===== config.mk =====
export PLATFORM = sky130hd
export DESIGN_NAME = operand_stage
export DESIGN_NICKNAME = d
export VERILOG_FILES = /design/src/rtl/operand_stage.sv
export SDC_FILE = /design/constraint.sdc
export NUM_CORES = 1
export LEC_CHECK = 0
export CORE_UTILIZATION = 45
export DETAILED_ROUTE_END_ITERATION = 8
export PLACE_DENSITY = 0.69
export SYNTH_ARGS = -nofsm -noshare
export SYNTH_HDL_FRONTEND = slang
export SYNTH_SLANG_ARGS = --single-unit

===== constraint.sdc =====
create_clock -name clk -period 14.84 [get_ports clk]
set_clock_uncertainty 0.2 [all_clocks]
set_input_delay 2.968 -clock clk [delete_from_list [all_inputs] [get_ports clk]]
set_output_delay 2.968 -clock clk [all_outputs]
set_load 0.05 [all_outputs]

===== src/rtl/operand_stage.sv =====
// -----------------------------------------------------------------------------
// operand_stage
//
// Operand-fetch / writeback stage in front of a combinational function unit.
// Holds a small register file (R0 hard-wired to zero), accepts one micro-op
// per cycle over a valid/ready handshake, registers the operands and control
// onto the function unit inputs, and writes the function unit result back
// when the downstream side accepts the op. A commit in the same cycle as an
// issue is forwarded to the issuing op's operand reads.
//
// Ports:
//   clk, rst            clock (rising edge), asynchronous active-high reset
//   InValid / InReady   upstream handshake for a new micro-op
//   DA, AA, BA          destination, A-operand and B-operand register addresses
//   MB, ConstantIn      B-operand select (1: immediate) and the immediate value
//   FS, SHIn, RW        function select, shift amount, register write enable
//   A, B                registered operands to the function unit
//   FunctionSelect, SH  registered FS and SHIn
//   OutValid/OutReady   downstream handshake; OutValid && OutReady is a commit
//   Result, flags       function unit result and Overflow/CarryOut/Negative/Zero
//   Status              flags latched on commit as {V,C,N,Z}
// -----------------------------------------------------------------------------
module operand_stage #(
   parameter int DATA_WIDTH    = 32,
   parameter int SHIFTER_WIDTH = 5,
   parameter int ADDR_WIDTH    = 3
) (
   input  logic                     clk,
   input  logic                     rst,
   input  logic                     InValid,
   output logic                     InReady,
   input  logic [ADDR_WIDTH-1:0]    DA,
   input  logic [ADDR_WIDTH-1:0]    AA,
   input  logic [ADDR_WIDTH-1:0]    BA,
   input  logic                     MB,
   input  logic [DATA_WIDTH-1:0]    ConstantIn,
   input  logic [3:0]               FS,
   input  logic [SHIFTER_WIDTH-1:0] SHIn,
   input  logic                     RW,
   output logic [DATA_WIDTH-1:0]    A,
   output logic [DATA_WIDTH-1:0]    B,
   output logic [3:0]               FunctionSelect,
   output logic [SHIFTER_WIDTH-1:0] SH,
   output logic                     OutValid,
   input  logic                     OutReady,
   input  logic [DATA_WIDTH-1:0]    Result,
   input  logic                     Overflow,
   input  logic                     CarryOut,
   input  logic                     Negative,
   input  logic                     Zero,
   output logic [3:0]               Status
);

   localparam int NumRegs = 2 ** ADDR_WIDTH;

   logic [DATA_WIDTH-1:0]    regFile_q [NumRegs];

   logic [DATA_WIDTH-1:0]    a_q, a_d;
   logic [DATA_WIDTH-1:0]    b_q, b_d;
   logic [3:0]               fs_q, fs_d;
   logic [SHIFTER_WIDTH-1:0] sh_q, sh_d;
   logic [ADDR_WIDTH-1:0]    da_q, da_d;
   logic                     rw_q, rw_d;
   logic                     outValid_q, outValid_d;
   logic [3:0]               status_q, status_d;

   logic                     commit;
   logic                     issue;
   logic                     wbEn;
   logic [DATA_WIDTH-1:0]    fwdA;
   logic [DATA_WIDTH-1:0]    fwdB;

   // Handshake decode. The stage is one op deep, so it can accept a new op
   // whenever it is empty or its current op leaves this cycle.
   always_comb begin
      commit  = outValid_q && OutReady;
      InReady = !outValid_q || OutReady;
      issue   = InValid && InReady;
      wbEn    = commit && rw_q && (da_q != '0);
   end

   // Operand read with writeback bypass: a result being written on this edge
   // is handed straight to an op issuing on the same edge. wbEn already
   // excludes R0, so a write aimed at R0 is never forwarded.
   always_comb begin
      fwdA = '0;
      fwdB = '0;
      if (wbEn && (da_q == AA)) begin
         fwdA = Result;
      end else if (AA != '0) begin
         fwdA = regFile_q[AA];
      end
      if (wbEn && (da_q == BA)) begin
         fwdB = Result;
      end else if (BA != '0) begin
         fwdB = regFile_q[BA];
      end
   end

   // Next-state for the pipeline register. Everything holds by default, which
   // is what keeps the op frozen while downstream stalls. Issue overwrites the
   // op; a commit without a following issue empties the stage.
   always_comb begin
      a_d        = a_q;
      b_d        = b_q;
      fs_d       = fs_q;
      sh_d       = sh_q;
      da_d       = da_q;
      rw_d       = rw_q;
      outValid_d = outValid_q;
      status_d   = status_q;
      if (commit) begin
         status_d   = {Overflow, CarryOut, Negative, Zero};
         outValid_d = 1'b0;
      end
      if (issue) begin
         a_d        = fwdA;
         b_d        = MB ? ConstantIn : fwdB;
         fs_d       = FS;
         sh_d       = SHIn;
         da_d       = DA;
         rw_d       = RW;
         outValid_d = 1'b1;
      end
   end

   // Pipeline register. Reset discards any pending op without writeback.
   always_ff @(posedge clk or posedge rst) begin
      if (rst) begin
         a_q        <= '0;
         b_q        <= '0;
         fs_q       <= '0;
         sh_q       <= '0;
         da_q       <= '0;
         rw_q       <= 1'b0;
         outValid_q <= 1'b0;
         status_q   <= '0;
      end else begin
         a_q        <= a_d;
         b_q        <= b_d;
         fs_q       <= fs_d;
         sh_q       <= sh_d;
         da_q       <= da_d;
         rw_q       <= rw_d;
         outValid_q <= outValid_d;
         status_q   <= status_d;
      end
   end

   // Register file writeback. R0 is never written, so it stays at its reset
   // value, and reads of address 0 are forced to zero above regardless.
   always_ff @(posedge clk or posedge rst) begin
      if (rst) begin
         for (int i = 0; i < NumRegs; i++) begin
            regFile_q[i] <= '0;
         end
      end else if (wbEn) begin
         regFile_q[da_q] <= Result;
      end
   end

   assign A              = a_q;
   assign B              = b_q;
   assign FunctionSelect = fs_q;
   assign SH             = sh_q;
   assign OutValid       = outValid_q;
   assign Status         = status_q;

endmodule


==> impl_results.md, run 1 <==
- Hold Path Class: register to register
- Critical path class: input port to primary output
- CP max FO: 4
- # Post-CTS Setup Buffers: 0
- Post-DR vias/cell: between 5 and 6
- CTS tree: done
- Nets@finish: 1,535
- CP startpoint kind: input port
- Chip width: between 150 and 200 um
- GRT overflow: 0
- Cells after Synth: around 1,300
- Wire length per cell: 22.9 um
- Post-CTS Resized: 0
- Post-CTS Hold Buffers: 0
- Max_cap viols: 0
- Core Region: approximately 34,000 um2
- EDFF count, synth: 0
- Area grow syn2layout: 20.2%
- Post-synth ARST share: 100%
- Required @ worst endpoint: 11.67 ns
- Drt total wl: ~44 mm
- GRT Util Overall: 24.9%
- Fin Setup TNS: 0 ns
- Max frequency: around 0.13 GHz
- Min Tclk post-route: 7.73 ns
- DRC errors left: 0
- Yosys warns: 0
- CTS max path bufs: 3
- Initial antenna violation count: 1
- H-tree depth: 2
- Num ports: between 150 and 200
- Layout cells sized above 1: between 20 and 30%
- Global-route wire length before repair: slightly below 70 mm
- CP Capture Type: primary output
- First-pass DRT Iterations: 7
- GP Congestion: about 0.77
- Slew at the pin with the worst max-slew slack: ~1.3 ns
- Pin count of the biggest net entering global routing: around 170
- Top-count cell post-synth: dfrtp_1
- Syn avg cell area: approximately 12 um2
- Slew Limit Fails: 0
- Post-route cell area: 18,700 um2
- Synth Flop Type: dfrtp_1
- Overall Power: slightly below 3 mW
- Vias in the first global route: about 12,000
- FF+latch count, synth: just over 300
- Die ar.: 35,200 um2
- Slew HR: between 10% and 20%
- Clock root buffer: clkbuf_16
- Area leader, netlist: dfrtp_1
- Site row count: 67
- FF+latch area: between 7000 and 8000 um2
- Synth unique cells: 36
- Final Hold Fails: 0
- Top post-synthesis cells by count: dfrtp_1 (306), mux2_2 (251), nand2_1 (113)
- Final setup vio count: 0
- Pwr/cell area: ~160 nW/um2
- Initial Utilization: a little under half
- Reg clk slew, reported paths: 0.06 ns
- # clock sinks: just over 300
- Post-route antenna net violation count: 0
- Register area share after synthesis: between 40% and 50%
- Skew-Pair Late Insertion Delay: around 0.5 ns
- Mapped cell area: between 15,000 and 20,000 um2
- DP Area: 17,500 um2
- Chip height: ~190 um
- Cts bufs inserted: 34
- Initial drt markers: between 900 and 1,000
- Final HPWL DP: 24.2 mm
- Syn nets: between 1,000 and 1,500
- FILL cells: about 2,900
- Max VDD drop: roughly 75 uV
- Tcrit/Tclk final: approximately 52%
- Area share of the largest cell type after synthesis: 49.4%
- Unrepaired setup endpoints after global routing: false
- Worst Path Arrival: 4.56 ns
- Outcome: finished clean
- Via count: about 11,000
- Port bufs: 170
- LEAKAGE: 8.13 nW
- Area of the multi-input gates: around 7500 um2
- Synth area leaders: dfrtp_1 (49%), mux2_2 (18%), mux2i_1 (5.6%)
==> critical path: stages <==
cell and delay [ns]:
clkdlybuf4s50_1 0.52, nand2b_1 0.23, clkdlybuf4s50_1 0.84
==> flip-flops by register name, summed over array words and instances, names as in the netlist <==
signal and count:
A 32, FunctionSelect 4, OutValid 1, B 32, Status 4, rw_q 1, SH 5, da_q 3
regFile_q 224
==> report_power, final <==
part / total, mW / internal, mW / switching [mW]
Combinational: 0.836 / 0.427 / 0.408
Clock: 0.833 / 0.499 / 0.334
Sequential: 1.27 / 1.09 / 0.185
Total: 2.94 / 2.01 / 0.927
==> placed cells by master, fill, tap and decap left out, types with 32 or more instances in the layout <==
| cell | count |
|---|---|
| o21ai_0 | 32 |
| nand2_1 | 111 |
| o22ai_1 | 58 |
| mux4_2 | 35 |
| nor2_1 | 92 |
| clkbuf_16 | 37 |
| dfrtp_1 | 306 |
| a21oi_1 | 91 |
| mux2_2 | 251 |
| o21ai_1 | 35 |
| clkdlybuf4s50_1 | 164 |
| mux2i_1 | 87 |
==> final timing paths <==
check / from / depth (start not counted) / endpoint / slack [ns]
max in group asynchronous: rst / 3 / regFile_q[111] / 10.11
min in group asynchronous: rst / 2 / Status[2] / 2.84
max reg2reg: da_q[1] / 4 / regFile_q[167] / 11.67
max: OutReady / 3 / InReady / 7.11
min reg2reg: FunctionSelect[1] / 2 / FunctionSelect[1] / 0.28
min: FunctionSelect[1] / 2 / FunctionSelect[1] / 0.28
==> cell type report <==
type / count / share of cell area (%)
Sequential cell: 306 / 41.1
Multi-Input combinational cell: 908 / 40.0
Timing Repair Buffer: 190 / 9.90
Clock buffer: 54 / 5.79
Tap cell: 448 / 3.01
Clock inverter: 6 / 0.181
Inverter: 3 / 0.101
Antenna cell: 1 / 0.0134
==> through the flow <==
stage	instances	setup slack [ns]	utilization, %	hold WS, ns
2_1_floorplan	1329	3.21	-	0.269
3_3_place_gp	1854	7.13	52.0	0.258
3_5_place_dp	1854	7.12	52.0	0.266
4_1_cts	1914	7.11	55.3	0.278
5_1_grt	1915	7.05	55.3	0.300
6_report	1916	7.11	55.3	0.278
==> layer usage <==
metal / wire length, um / part of all wire (%) / up-vias / track usage, %
li1: - / - / 5115 / -
met1: 19500 / 44 / 5880 / 34.7
met2: 20900 / 48 / 405 / 40.4
met3: 2620 / 6.0 / 77 / 3.63
met4: 888 / 2.0 / 0 / 7.22
met5: 0 / 0 / - / 0
==> cells by family after synthesis <==
family / Yosys count / synth area share (%)
simple gates: 233 / 6.15
flops: 306 / 49.4
buf+inv: 115 / 3.09
xor+xnor: 6 / 0.339
mux: 385 / 29.8
compound gates: 284 / 11.3
(Power assumes the default switching activity.)
==> run 2: changes to the inputs <==
--- a/config.mk
+++ b/config.mk
@@ -7,7 +7,7 @@
 export LEC_CHECK = 0
 export CORE_UTILIZATION = 45
 export DETAILED_ROUTE_END_ITERATION = 8
-export PLACE_DENSITY = 0.69
+export PLACE_DENSITY = 0.72
 export SYNTH_ARGS = -nofsm -noshare
 export SYNTH_HDL_FRONTEND = slang
 export SYNTH_SLANG_ARGS = --single-unit
==> constraint.sdc (replaced) <==
create_clock -name clk -period 6.25 [get_ports clk]
set_clock_uncertainty 0.2 [all_clocks]
set_input_delay 1.25 -clock clk [delete_from_list [all_inputs] [get_ports clk]]
set_output_delay 1.25 -clock clk [all_outputs]
set_load 0.05 [all_outputs]
==> run 2 against run 1 <==
  * Sequential power increased by 140%
  * Worst setup slack got worse by 5.2 ns
  * Die area unchanged
  * Routed wire length decreased by 0.79%
  * Flip-flop and latch count unchanged
  * Clock-buffer cell count decreased by 9
  * Via count increased by 0.46%
  * Sequential share of layout area increased by 0.17 points
  * Cell count about the same
  * Design area decreased by 0.40%
  * Largest power group unchanged
==> impl_results.md, run 2 (synthesis results as in run 1) <==
- Outcome: finished clean
- # Post-CTS Setup Buffers: 0
- Required @ worst endpoint: 4.80 ns
- Pwr/cell area: roughly 370 nW/um2
- Die ar.: approximately 35,000 um2
- Initial antenna violation count: 2
- Seq pwr share: a little over two fifths
- Tcrit/Tclk final: between 60% and 70%
- Critical Path Most Common Cell: clkdlybuf4s50_1
- Worst Path Arrival: ~2.9 ns
- Min Tclk post-route: roughly 4.3 ns
- Skew-Pair Late Insertion Delay: ~0.56 ns
- Max VDD drop: 213 uV
- Max frequency: ~0.23 GHz
- Layout cells sized above 1: about 26%
- CP max stage cell: clkdlybuf4s50_1
- Drt total wl: ~44 mm
- CTS max path bufs: 3
- Initial drt markers: approximately 1,100
- Post-CTS Hold Buffers: 0
- Dpl cells: approximately 1,900
- Worst r2r src: da_q[1]
- DRC errors left: 0
- Clock root buffer: clkbuf_16
- Critical-path cell list: clkdlybuf4s50_1 -> nand2b_1 -> clkdlybuf4s50_1
- Post-route cell area: about 19,000 um2
- Pin count of the biggest net entering global routing: about 190
- # clock sinks: roughly 310
- H-tree depth: 1
- Chip height: 188 um
- Reg with most FFs: regFile_q
- FILL cells: around 2,900
- CP Capture Type: primary output
- Final Hold Fails: 0
- Hold_sp: SH[1]
- Global-route wire length before repair: 68.2 mm
- Non-filler cells in the finished layout: between 1,500 and 2,000
- LEAKAGE: between 8 and 9 nW
- Fin Setup TNS: 0 ns
- Hold Path Class: register to register
- CTS tree: done
- Critical path class: input port to primary output
- Final HPWL DP: roughly 25 mm
- Chip width: 188 um
- GP Congestion: 0.808
- Slowest Stage Delay on Critical Path: between 0.8 and 0.9 ns
- Via count: approximately 12,000
- CP startpoint kind: input port
- Max reg flops: 224
- Site row count: between 60 and 70
- Unrepaired setup endpoints after global routing: false
- Net Sw Power: roughly 2.2 mW
- Nets@finish: between 1,500 and 2,000
- Slew HR: around 9%
- Clock power frac: between 20% and 30%
- CP max FO: 4
- Comb pwr share: between 20% and 30%
- Cts bufs inserted: 31
- Port bufs: 170
- Final setup vio count: 0
- First-pass DRT Iterations: 5
- Slew Limit Fails: 0
- Most frequent cells in the layout: dfrtp_1 (306), mux2_2 (251), clkdlybuf4s50_1 (164), nand2_1 (111), nor2_1 (92)
- Post-route antenna net violation count: 0
- GRT Util Overall: between 20% and 30%
- Pint: ~4.7 mW
- Area of the multi-input gates: about 7400 um2
- Vias in the first global route: between 10,000 and 15,000
- Max_cap viols: 0
- Crit. Startpoint: OutReady
- Initial Utilization: 46.0%
- Post-CTS Resized: 0
- Wire length per cell: around 23 um
- Most common cell after layout, fill and taps aside: dfrtp_1
- Reg clk slew, reported paths: approximately 0.06 ns
- GRT overflow: 0
- Area grow syn2layout: 19.8%
- Slew at the pin with the worst max-slew slack: between 1 and 1.5 ns
- Core Region: around 34,000 um2
- Num ports: 171
- Post-DR vias/cell: between 6 and 7
- DP Area: roughly 18,000 um2
- FF+latch area: about 7700 um2
- Sw frac: a little under a third
## run 2: power groups by stage
| stage | clock network [mW] | registers [mW] | logic (mW) |
|---|---|---|---|
| global route | 1.99 | 3.09 | 2.14 |
| CTS | 1.90 | 3.00 | 2.00 |
| detailed placement | 0 | 3.03 | 1.99 |
| finish | 1.87 | 3.02 | 2.00 |
| global placement | 0 | 2.99 | 1.94 |
| floorplan | 0 | 3.21 | 1.19 |
## run 2: layout make-up
cell class	count	share of cell area, %
repair buffers	192	10.1
multi-input cells	908	40.1
flip-flops and latches	306	41.2
well taps	448	3.02
clock inverters	11	0.714
inverters	3	0.0808
diodes	2	0.0269
clock buffers	45	4.78
## run 2: routing by layer
metal | wire length [um] | part of all wire [%] | GRT usage [%] | vias up
met2 | 20500 | 47 | 39.7 | 461
met4 | 885 | 2.0 | 6.50 | 0
met5 | 0 | 0 | 0 | -
li1 | - | - | - | 5111
met3 | 3120 | 7.2 | 4.01 | 78
met1 | 19100 | 44 | 34.6 | 5880
## run 2: worst paths after layout
kind	to	slack, ns	depth (start not counted)
setup / recovery	InReady	1.95	3
hold / removal	SH[1]	0.28	2
min in group asynchronous	SH[3]	0.77	2
max in group asynchronous	B[15]	3.76	3
hold reg to reg	SH[1]	0.28	2
setup reg to reg	A[15]	3.08	6
## run 2: through the flow
step	setup slack (ns)	util [%]	total power, mW	hold WS (ns)
6_report	1.95	55.1	6.88	0.278
5_1_grt	1.90	55.1	7.22	0.315
4_1_cts	1.95	55.1	6.90	0.283
3_5_place_dp	1.88	52.1	5.02	0.268
3_3_place_gp	1.97	52.1	4.94	0.259
2_1_floorplan	0.729	-	4.40	0.269
## run 2: critical path, delay by kind of cell
family | cells | cell delay [ns]
buffers and inverters | 2 | 1.36
and+or+nand+nor | 1 | 0.24
